## config.mk

```make
export PLATFORM = sky130hd
export DESIGN_NAME = uart_rx_flat
export DESIGN_NICKNAME = d
export VERILOG_FILES = /design/src/rtl/uart_rx_if.sv /design/src/rtl/uart_rx.sv /design/src/flat_wrapper.sv
export SDC_FILE = /design/constraint.sdc
export NUM_CORES = 1
export LEC_CHECK = 0
export ABC_AREA = 1
export CAP_MARGIN = 0
export CORE_ASPECT_RATIO = 0.9
export CORE_UTILIZATION = 59
export CTS_BUF_LIST = sky130_fd_sc_hd__clkbuf_2 sky130_fd_sc_hd__clkbuf_4 sky130_fd_sc_hd__clkbuf_8
export CTS_CLUSTER_DIAMETER = 80
export DETAILED_ROUTE_END_ITERATION = 16
export PLACE_DENSITY = 0.81
export SYNTH_ARGS = -nofsm -noshare
export SYNTH_HDL_FRONTEND = slang
export SYNTH_SLANG_ARGS = --single-unit
```

## constraint.sdc

```tcl
create_clock -name clk -period 2.7 [get_ports clk]
set_clock_uncertainty 0.2 [all_clocks]
set_input_delay 0.405 -clock clk [delete_from_list [all_inputs] [get_ports clk]]
set_output_delay 0.405 -clock clk [all_outputs]
set_load 0.1 [all_outputs]
```

## src/rtl/uart_rx_if.sv

```systemverilog
// rtl/uart_rx_if.sv - received-byte handshake between uart_rx and its consumer
interface uart_rx_if;
    logic [7:0] data;
    logic       valid;
    logic       ready;

    modport master (output data, output valid, input ready);
    modport slave  (input data, input valid, output ready);
endinterface

```

## src/rtl/uart_rx.sv

```systemverilog
// rtl/uart_rx.sv - 8n1 UART receiver with selectable bit period and a one-byte holding register
module uart_rx #(
    parameter int SLOW_DIV = 1085,
    parameter int FAST_DIV = 31
) (
    input  logic        clk,
    input  logic        rst,
    input  logic        rx,
    input  logic        high_speed,
    uart_rx_if.master   out,
    output logic        frame_error,
    output logic        overflow
);

    localparam int MAX_DIV = (SLOW_DIV > FAST_DIV) ? SLOW_DIV : FAST_DIV;
    localparam int TW      = ($clog2(MAX_DIV) > 11) ? $clog2(MAX_DIV) : 11;

    localparam logic [TW-1:0] SLOW_HALF = TW'(SLOW_DIV / 2 - 1);
    localparam logic [TW-1:0] FAST_HALF = TW'(FAST_DIV / 2 - 1);
    localparam logic [TW-1:0] SLOW_PER  = TW'(SLOW_DIV - 1);
    localparam logic [TW-1:0] FAST_PER  = TW'(FAST_DIV - 1);

    typedef enum logic [2:0] {
        IDLE,
        START,
        DATA,
        STOP,
        WAIT_HIGH
    } state_t;

    state_t          state, state_nxt;
    logic            rx_meta, rxs;
    logic [TW-1:0]   tmr, tmr_nxt;
    logic [2:0]      bit_cnt, bit_cnt_nxt;
    logic            fast, fast_nxt;
    logic [7:0]      shreg;
    logic            shift_en;
    logic            byte_done;
    logic            ferr_nxt;
    logic [7:0]      hold_data;
    logic            hold_valid;
    logic [TW-1:0]   period;

    assign period = fast ? FAST_PER : SLOW_PER;

    always_comb begin
        state_nxt   = state;
        tmr_nxt     = (tmr != '0) ? tmr - TW'(1) : tmr;
        bit_cnt_nxt = bit_cnt;
        fast_nxt    = fast;
        shift_en    = 1'b0;
        byte_done   = 1'b0;
        ferr_nxt    = 1'b0;
        case (state)
            IDLE: begin
                if (!rxs) begin
                    // Period is frozen here so a mid-frame high_speed change cannot skew sampling.
                    state_nxt = START;
                    fast_nxt  = high_speed;
                    tmr_nxt   = high_speed ? FAST_HALF : SLOW_HALF;
                end
            end
            START: begin
                if (tmr == '0) begin
                    if (rxs) begin
                        state_nxt = IDLE;
                    end else begin
                        state_nxt   = DATA;
                        tmr_nxt     = period;
                        bit_cnt_nxt = 3'd0;
                    end
                end
            end
            DATA: begin
                if (tmr == '0) begin
                    shift_en = 1'b1;
                    tmr_nxt  = period;
                    if (bit_cnt == 3'd7) begin
                        state_nxt = STOP;
                    end else begin
                        bit_cnt_nxt = bit_cnt + 3'd1;
                    end
                end
            end
            STOP: begin
                if (tmr == '0) begin
                    if (rxs) begin
                        state_nxt = IDLE;
                        byte_done = 1'b1;
                    end else begin
                        state_nxt = WAIT_HIGH;
                        ferr_nxt  = 1'b1;
                    end
                end
            end
            WAIT_HIGH: begin
                if (rxs) begin
                    state_nxt = IDLE;
                end
            end
            default: state_nxt = IDLE;
        endcase
    end

    always_ff @(posedge clk) begin
        if (rst) begin
            rx_meta     <= 1'b1;
            rxs         <= 1'b1;
            state       <= IDLE;
            tmr         <= '0;
            bit_cnt     <= 3'd0;
            fast        <= 1'b0;
            shreg       <= 8'h00;
            frame_error <= 1'b0;
            overflow    <= 1'b0;
            hold_data   <= 8'h00;
            hold_valid  <= 1'b0;
        end else begin
            rx_meta     <= rx;
            rxs         <= rx_meta;
            state       <= state_nxt;
            tmr         <= tmr_nxt;
            bit_cnt     <= bit_cnt_nxt;
            fast        <= fast_nxt;
            frame_error <= ferr_nxt;
            overflow    <= byte_done && hold_valid && !out.ready;
            if (shift_en) begin
                shreg <= {rxs, shreg[7:1]};
            end
            // A finished byte may replace one that is being drained in the same cycle.
            if (byte_done && (!hold_valid || out.ready)) begin
                hold_data  <= shreg;
                hold_valid <= 1'b1;
            end else if (hold_valid && out.ready) begin
                hold_valid <= 1'b0;
            end
        end
    end

    assign out.data  = hold_data;
    assign out.valid = hold_valid;

endmodule

```

## src/flat_wrapper.sv

```systemverilog
// flat-port wrapper written by rule: the top's interface ports become plain ports
module uart_rx_flat 
#(
    parameter int SLOW_DIV = 1085,
    parameter int FAST_DIV = 31
)
  (clk, rst, rx, high_speed, frame_error, overflow, out_data, out_valid, out_ready);
  uart_rx_if out_i ();
  input  logic clk;
  input  logic rst;
  input  logic rx;
  input  logic high_speed;
  output logic frame_error;
  output logic overflow;
  output wire logic [$bits(out_i.data)-1:0] out_data;
  output wire logic [$bits(out_i.valid)-1:0] out_valid;
  input wire logic [$bits(out_i.ready)-1:0] out_ready;
  assign out_data = out_i.data;
  assign out_valid = out_i.valid;
  assign out_i.ready = out_ready;
  uart_rx #(.SLOW_DIV(SLOW_DIV), .FAST_DIV(FAST_DIV)) u_core (.clk(clk), .rst(rst), .rx(rx), .high_speed(high_speed), .out(out_i), .frame_error(frame_error), .overflow(overflow));
endmodule
```

# ---- Yosys cells after proc, flatten, opt, wreduce, memory -nomap -nowiden
# Cells that the tools add are included.
# Widths: inputs -> output; s select.
dict set report classes {
  n_addsub 2
  eq_ne 13
  muxes 30
  bitwise_logic 3
  n_reduce_logical 16
}
# cell count
set ops {}
lappend ops {{$mux 11} 6}
lappend ops {{$mux 3} 11}
lappend ops {{$pmux 11 s3} 1}
lappend ops {{$pmux 3 s5} 1}
lappend ops {{$logic_not 11->1} 1}
lappend ops {{$reduce_bool 11->1} 1}
lappend ops {{$sub 11x1->11 const B} 1}
lappend ops {{$mux 10} 1}
lappend ops {{$ne 2x1->1 const B} 5}
lappend ops {{$mux 1} 8}
lappend ops {{$eq 3x2->1 const B} 2}
lappend ops {{$eq 3x3->1 const B} 2}
lappend ops {{$ne 2x2->1 const B} 3}
lappend ops {{$pmux 3 s2} 1}
lappend ops {{$reduce_and 6->1} 1}
lappend ops {{$reduce_and 5->1} 1}
lappend ops {{$logic_and 1x1->1} 4}
lappend ops {{$reduce_bool 2->1} 2}
lappend ops {{$add 3x1->3 const B} 1}
lappend ops {{$eq 3x1->1 const B} 1}
lappend ops {{$logic_not 3->1} 1}
lappend ops {{$not 1->1} 3}
lappend ops {{$reduce_or 3->1} 1}
lappend ops {{$logic_not 1->1} 2}
lappend ops {{other kinds (3)} 3}
dict set report word_totals {
  reg_bits 39
  in_bits 5
  output_inout_bits 11
  word_cells 75
}

# ---- Logic depth before layout (Yosys ltp)
dict set report logic_depth {
  word_depth 5
  mapped_depth 12
  ltp_nobuf 11
}

# ---- Least setup slack after synthesis
# No wires, ideal clock.
dict set report synth_path {
  kind {reg-to-reg}
  start {register u_core.tmr[0]}
  end {register u_core.tmr[0]}
  setup_ns 0.132
  arrival_ns 1.688
  required_ns 2.368
  path_slack_ns 0.680
  path_stages_with_launch 13
  path_buffers 1
  synth_period_minus_slack_ns 2.020
  path_cell_list {dfxtp_1 > inv_1 > ha_1 > nand2_1 > nor2_2 > nand2_2 > buf_6 > ha_1 > inv_1 > o21ai_0 > nand2_1 > nor2_1 > a21oi_1}
}
dict set report synth_between {
  elab_chain_len 5
  elab_cells_between_ends 9
  cone_classes {add/sub: 1; mux: 6; reduce/logical: 2}
}
# item line_no
set synth_lines {}
lappend synth_lines {{from (decl)} uart_rx.sv:33} ;# logic [TW-1:0] tmr, tmr_nxt;
lappend synth_lines {{from (signal assigned)} uart_rx.sv:122} ;# tmr <= tmr_nxt;
lappend synth_lines {{$sub 11x1->11 or $reduce_bool 11->1 (tied branches)} uart_rx.sv:48} ;# tmr_nxt = (tmr != '0) ? tmr - TW'(1) : tmr;
lappend synth_lines {{$mux 11} uart_rx.sv:48}
lappend synth_lines {{$mux 11} uart_rx.sv:65} ;# if (rxs) begin
lappend synth_lines {{$mux 11} uart_rx.sv:64} ;# if (tmr == '0) begin
lappend synth_lines {{$pmux 11 s3 *} uart_rx.sv:54} ;# case (state)
# Mark *: on every way between the ends. The rest lies on a longest branch, timed or not.
# A chain may end at the register's enable or synchronous reset.

# ---- Worst setup path after layout
# Same ends and word-level chain as after synthesis.

==> impl_metrics.py <==
metrics = {
    "run_status": {
        "outcome": "finished, final reports clean",
    },
    "power_and_ir_drop": {
        "total_leakage_power_nw": 1.07,
        "peakVddDrop_v": 0.000568,
        "p_per_area_nw_per_um2": 1110,
        "p_total_mw": 2.55,
    },
    "worst_hold_path": {
        "holdPathStages": 1,
        "hp-start": "u_core.rx_meta",
        "hold-path-endpoint": "u_core.rxs",
        "holdCritPathClass": "reg -> reg",
    },
    "synthesis": {
        "ys_ff_latch": 39,
        "syn_avg_cell_area_sq_um": 7.30,
        "yosys.area.top_type": "dfxtp_1",
        "synth_warnings": 0,
        "synth_mux_area_share_pct": 0,
        "synth_xor_area_share_pct": 1.29,
        "ys_seq_area_share_pct": 38.2,
        "synth-compound-area-share_pct": 12.5,
        "synth-adder-area-share_pct": 3.06,
        "syn_nets": 290,
        "synthSimpleGateAreaFrac_pct": 34.9,
        "synth.area.top_cells": "dfxtp_1 38%, nand2_1 8.6%, inv_1 7.3%",
        "synth_top_area_share_pct": 38.2,
        "syn-instance-count": 280,
        "synth_top_family_by_area": "simple AND/OR/NAND/NOR gates",
        "synth_cell_types": 29,
        "syn-cell-area_sq_um": 2040,
    },
    "sta": {
        "fin_tns_setup_ns": 0,
        "worst_hold_slack_ns": 0.237,
        "drv_slew": 0,
        "max_freq_mhz": 445,
        "post-route-period-util_pct": 83.3,
        "rsz0062_at_grt": "false",
        "setup_viol_count_final": 0,
        "hold_viol": 0,
        "period_minus_slack_ns": 2.25,
        "slew_headroom_pct": 56.3,
        "worst_pin_slew_ns": 0.655,
    },
    "routing": {
        "postRouteAntennaNets": 0,
        "wirelength_um": 4130,
        "vias": 1795,
        "drt_iter0_drc": 100,
        "routedWlPerCell_um": 12.1,
        "first_pass_iters": 5,
        "viasPerCell": 5.28,
        "drc_errors": 0,
    },
    "floorplanning": {
        "die_w_um": 64.1,
        "die-area_sq_um": 3700,
        "core_sq_um": 3190,
        "pin_count": 16,
        "num_rows": 19,
        "start_util_pct": 64.2,
        "fp.dieH_um": 57.8,
    },
    "clock_network": {
        "post-cts-setup-buffers": 0,
        "ctsResizeCount": 0,
        "path_clk_slew_ns": 0.08,
        "cts_hold_buf": 0,
        "cts-root-buf": "clkbuf_8",
        "clockBufferDepth": 2,
        "h-tree-depth": 2,
        "cts_tree": "done",
        "worstSkewPairLatency_ns": 0.30,
        "cts.sinks": 39,
        "cts_inserted_buffers": 5,
    },
    "cells_and_area": {
        "fillers": 287,
        "diodes": 0,
        "mostFrequentLayoutCells": "47 x nand2_1, 40 x inv_1, 39 x dfxtp_1",
        "drive_gt1_share_pct": 17.1,
        "nets": 307,
        "syn_to_final_growth_pct": 12.7,
        "final_util_pct": 72.3,
        "final_common_cell": "nand2_1",
    },
    "global_routing": {
        "grt_pass1_vias": 1642,
        "grt_pass1_wl_um": 7040,
        "grt_use_total_pct": 24.9,
        "grt_max_degree": 24,
        "grt.overflow.total": 0,
        "antenna_found_initial": 0,
    },
    "run": {
        "cap_violations": 0,
    },
    "worst_setup_path": {
        "timing.rr.end": "u_core.tmr[0]",
        "endpoint_kind": "flip-flop",
        "rr_worst_depth": 11,
        "crit_path_max_fanout": 14,
        "worstPathArrival_ns": 2.24,
        "critPathLaunchType": "flip-flop",
        "reg2reg_slack_ns": 0.45,
        "reg2reg_from": "u_core.tmr[0]",
        "crit_type": "reg -> reg",
        "worstPathRequired_ns": 2.69,
    },
    "placed_design": {
        "portBuffers": 15,
        "place.gp.congestion": 0.891,
        "hpwl_um": 3020,
    },
}
through the flow:
step | setup WS [ns] | cell area, sq um | cells
2_1_floorplan | 0.680 | 2040 | 280
3_3_place_gp | 0.594 | 2190 | 332
3_5_place_dp | 0.511 | 2190 | 332
4_1_cts | 0.469 | 2300 | 340
5_1_grt | 0.283 | 2300 | 340
6_report | 0.450 | 2300 | 340
cells in the mapped netlist:
cell      instances
a21oi_1          23
a31oi_1           2
buf_2             3
buf_6             2
clkbuf_1          1
dfxtp_1          39
ha_1              5
inv_1            40
inv_2             1
inv_6             1
nand2_1          47
nand2_2           2
nand3_1          20
nand3_2           1
nand3_4           2
nand3b_1          1
nand4_1           4
nand4_2           2
nor2_1           31
nor2_2           11
nor2_4            5
nor2_8            2
nor3_1            2
nor4_1            2
o21ai_0          16
o21ai_1           8
o21ai_2           1
or2_2             3
xor2_1            3
power breakdown:
part | total [mW] | switching [mW] | internal [mW]
Combinational | 1.23 | 0.804 | 0.422
Clock | 0.508 | 0.209 | 0.299
Sequential | 0.815 | 0.123 | 0.692
sequential cells by signal, indices dropped and copies added, names as in the netlist:
| name | cells |
|---|---|
| u_core.rxs | 1 |
| u_core.rx_meta | 1 |
| u_core.tmr | 11 |
| u_core.shreg | 8 |
| u_core.frame_error | 1 |
| u_core.out.valid | 1 |
| u_core.fast | 1 |
| u_core.state | 3 |
| u_core.out.data | 8 |
| u_core.bit_cnt | 3 |
| u_core.overflow | 1 |
worst max-delay path: stages (launching register included):
cell and delay, ns:
dfxtp_1 0.31, inv_1 0.12, ha_1 0.23, nand2_1 0.09, nor2_2 0.21, nand2_2 0.22, ha_1 0.33, inv_1 0.05
o21ai_0 0.16, nand2_1 0.08, nor2_1 0.08, a21oi_1 0.06
per-layer routing:
layer / GRT usage [%] / routed length [um]
met5: 0 / 0
met2: 40.3 / 1900
met1: 32.3 / 2000
met4: 10.7 / 72
met3: 5.31 / 153
layout make-up:
type	instances	area (sq um)	share of cell area, %
clock buffer	6	82.6	3.59
clock inverter	2	35.0	1.52
inverter	42	163	7.06
multi-input combinational	193	1060	46.0
sequential	39	781	33.9
tap	42	52.6	2.28
timing repair buffer	16	130	5.65
worst max path at each step:
| stage | startpoint | end | slack, ns | depth (start not counted) |
|---|---|---|---|---|
| finish | u_core.tmr[0] | u_core.tmr[0] | 0.45 | 11 |
| global route | u_core.tmr[0] | u_core.tmr[0] | 0.28 | 11 |
| detailed placement | u_core.tmr[0] | u_core.tmr[0] | 0.51 | 11 |
| CTS | u_core.tmr[0] | u_core.tmr[0] | 0.47 | 11 |
| floorplan | u_core.tmr[0] | u_core.tmr[0] | 0.68 | 12 |
| global placement | u_core.tmr[0] | u_core.tmr[0] | 0.59 | 11 |
cells by family after synthesis:
logic type	count (synthesis)
and+or+nand+nor	135
AOI/OAI and AO/OA	50
buffers and inverters	48
DFF	39
adders and majority gates	5
xor gates and xnor gates	3
(Power assumes the default switching activity.)
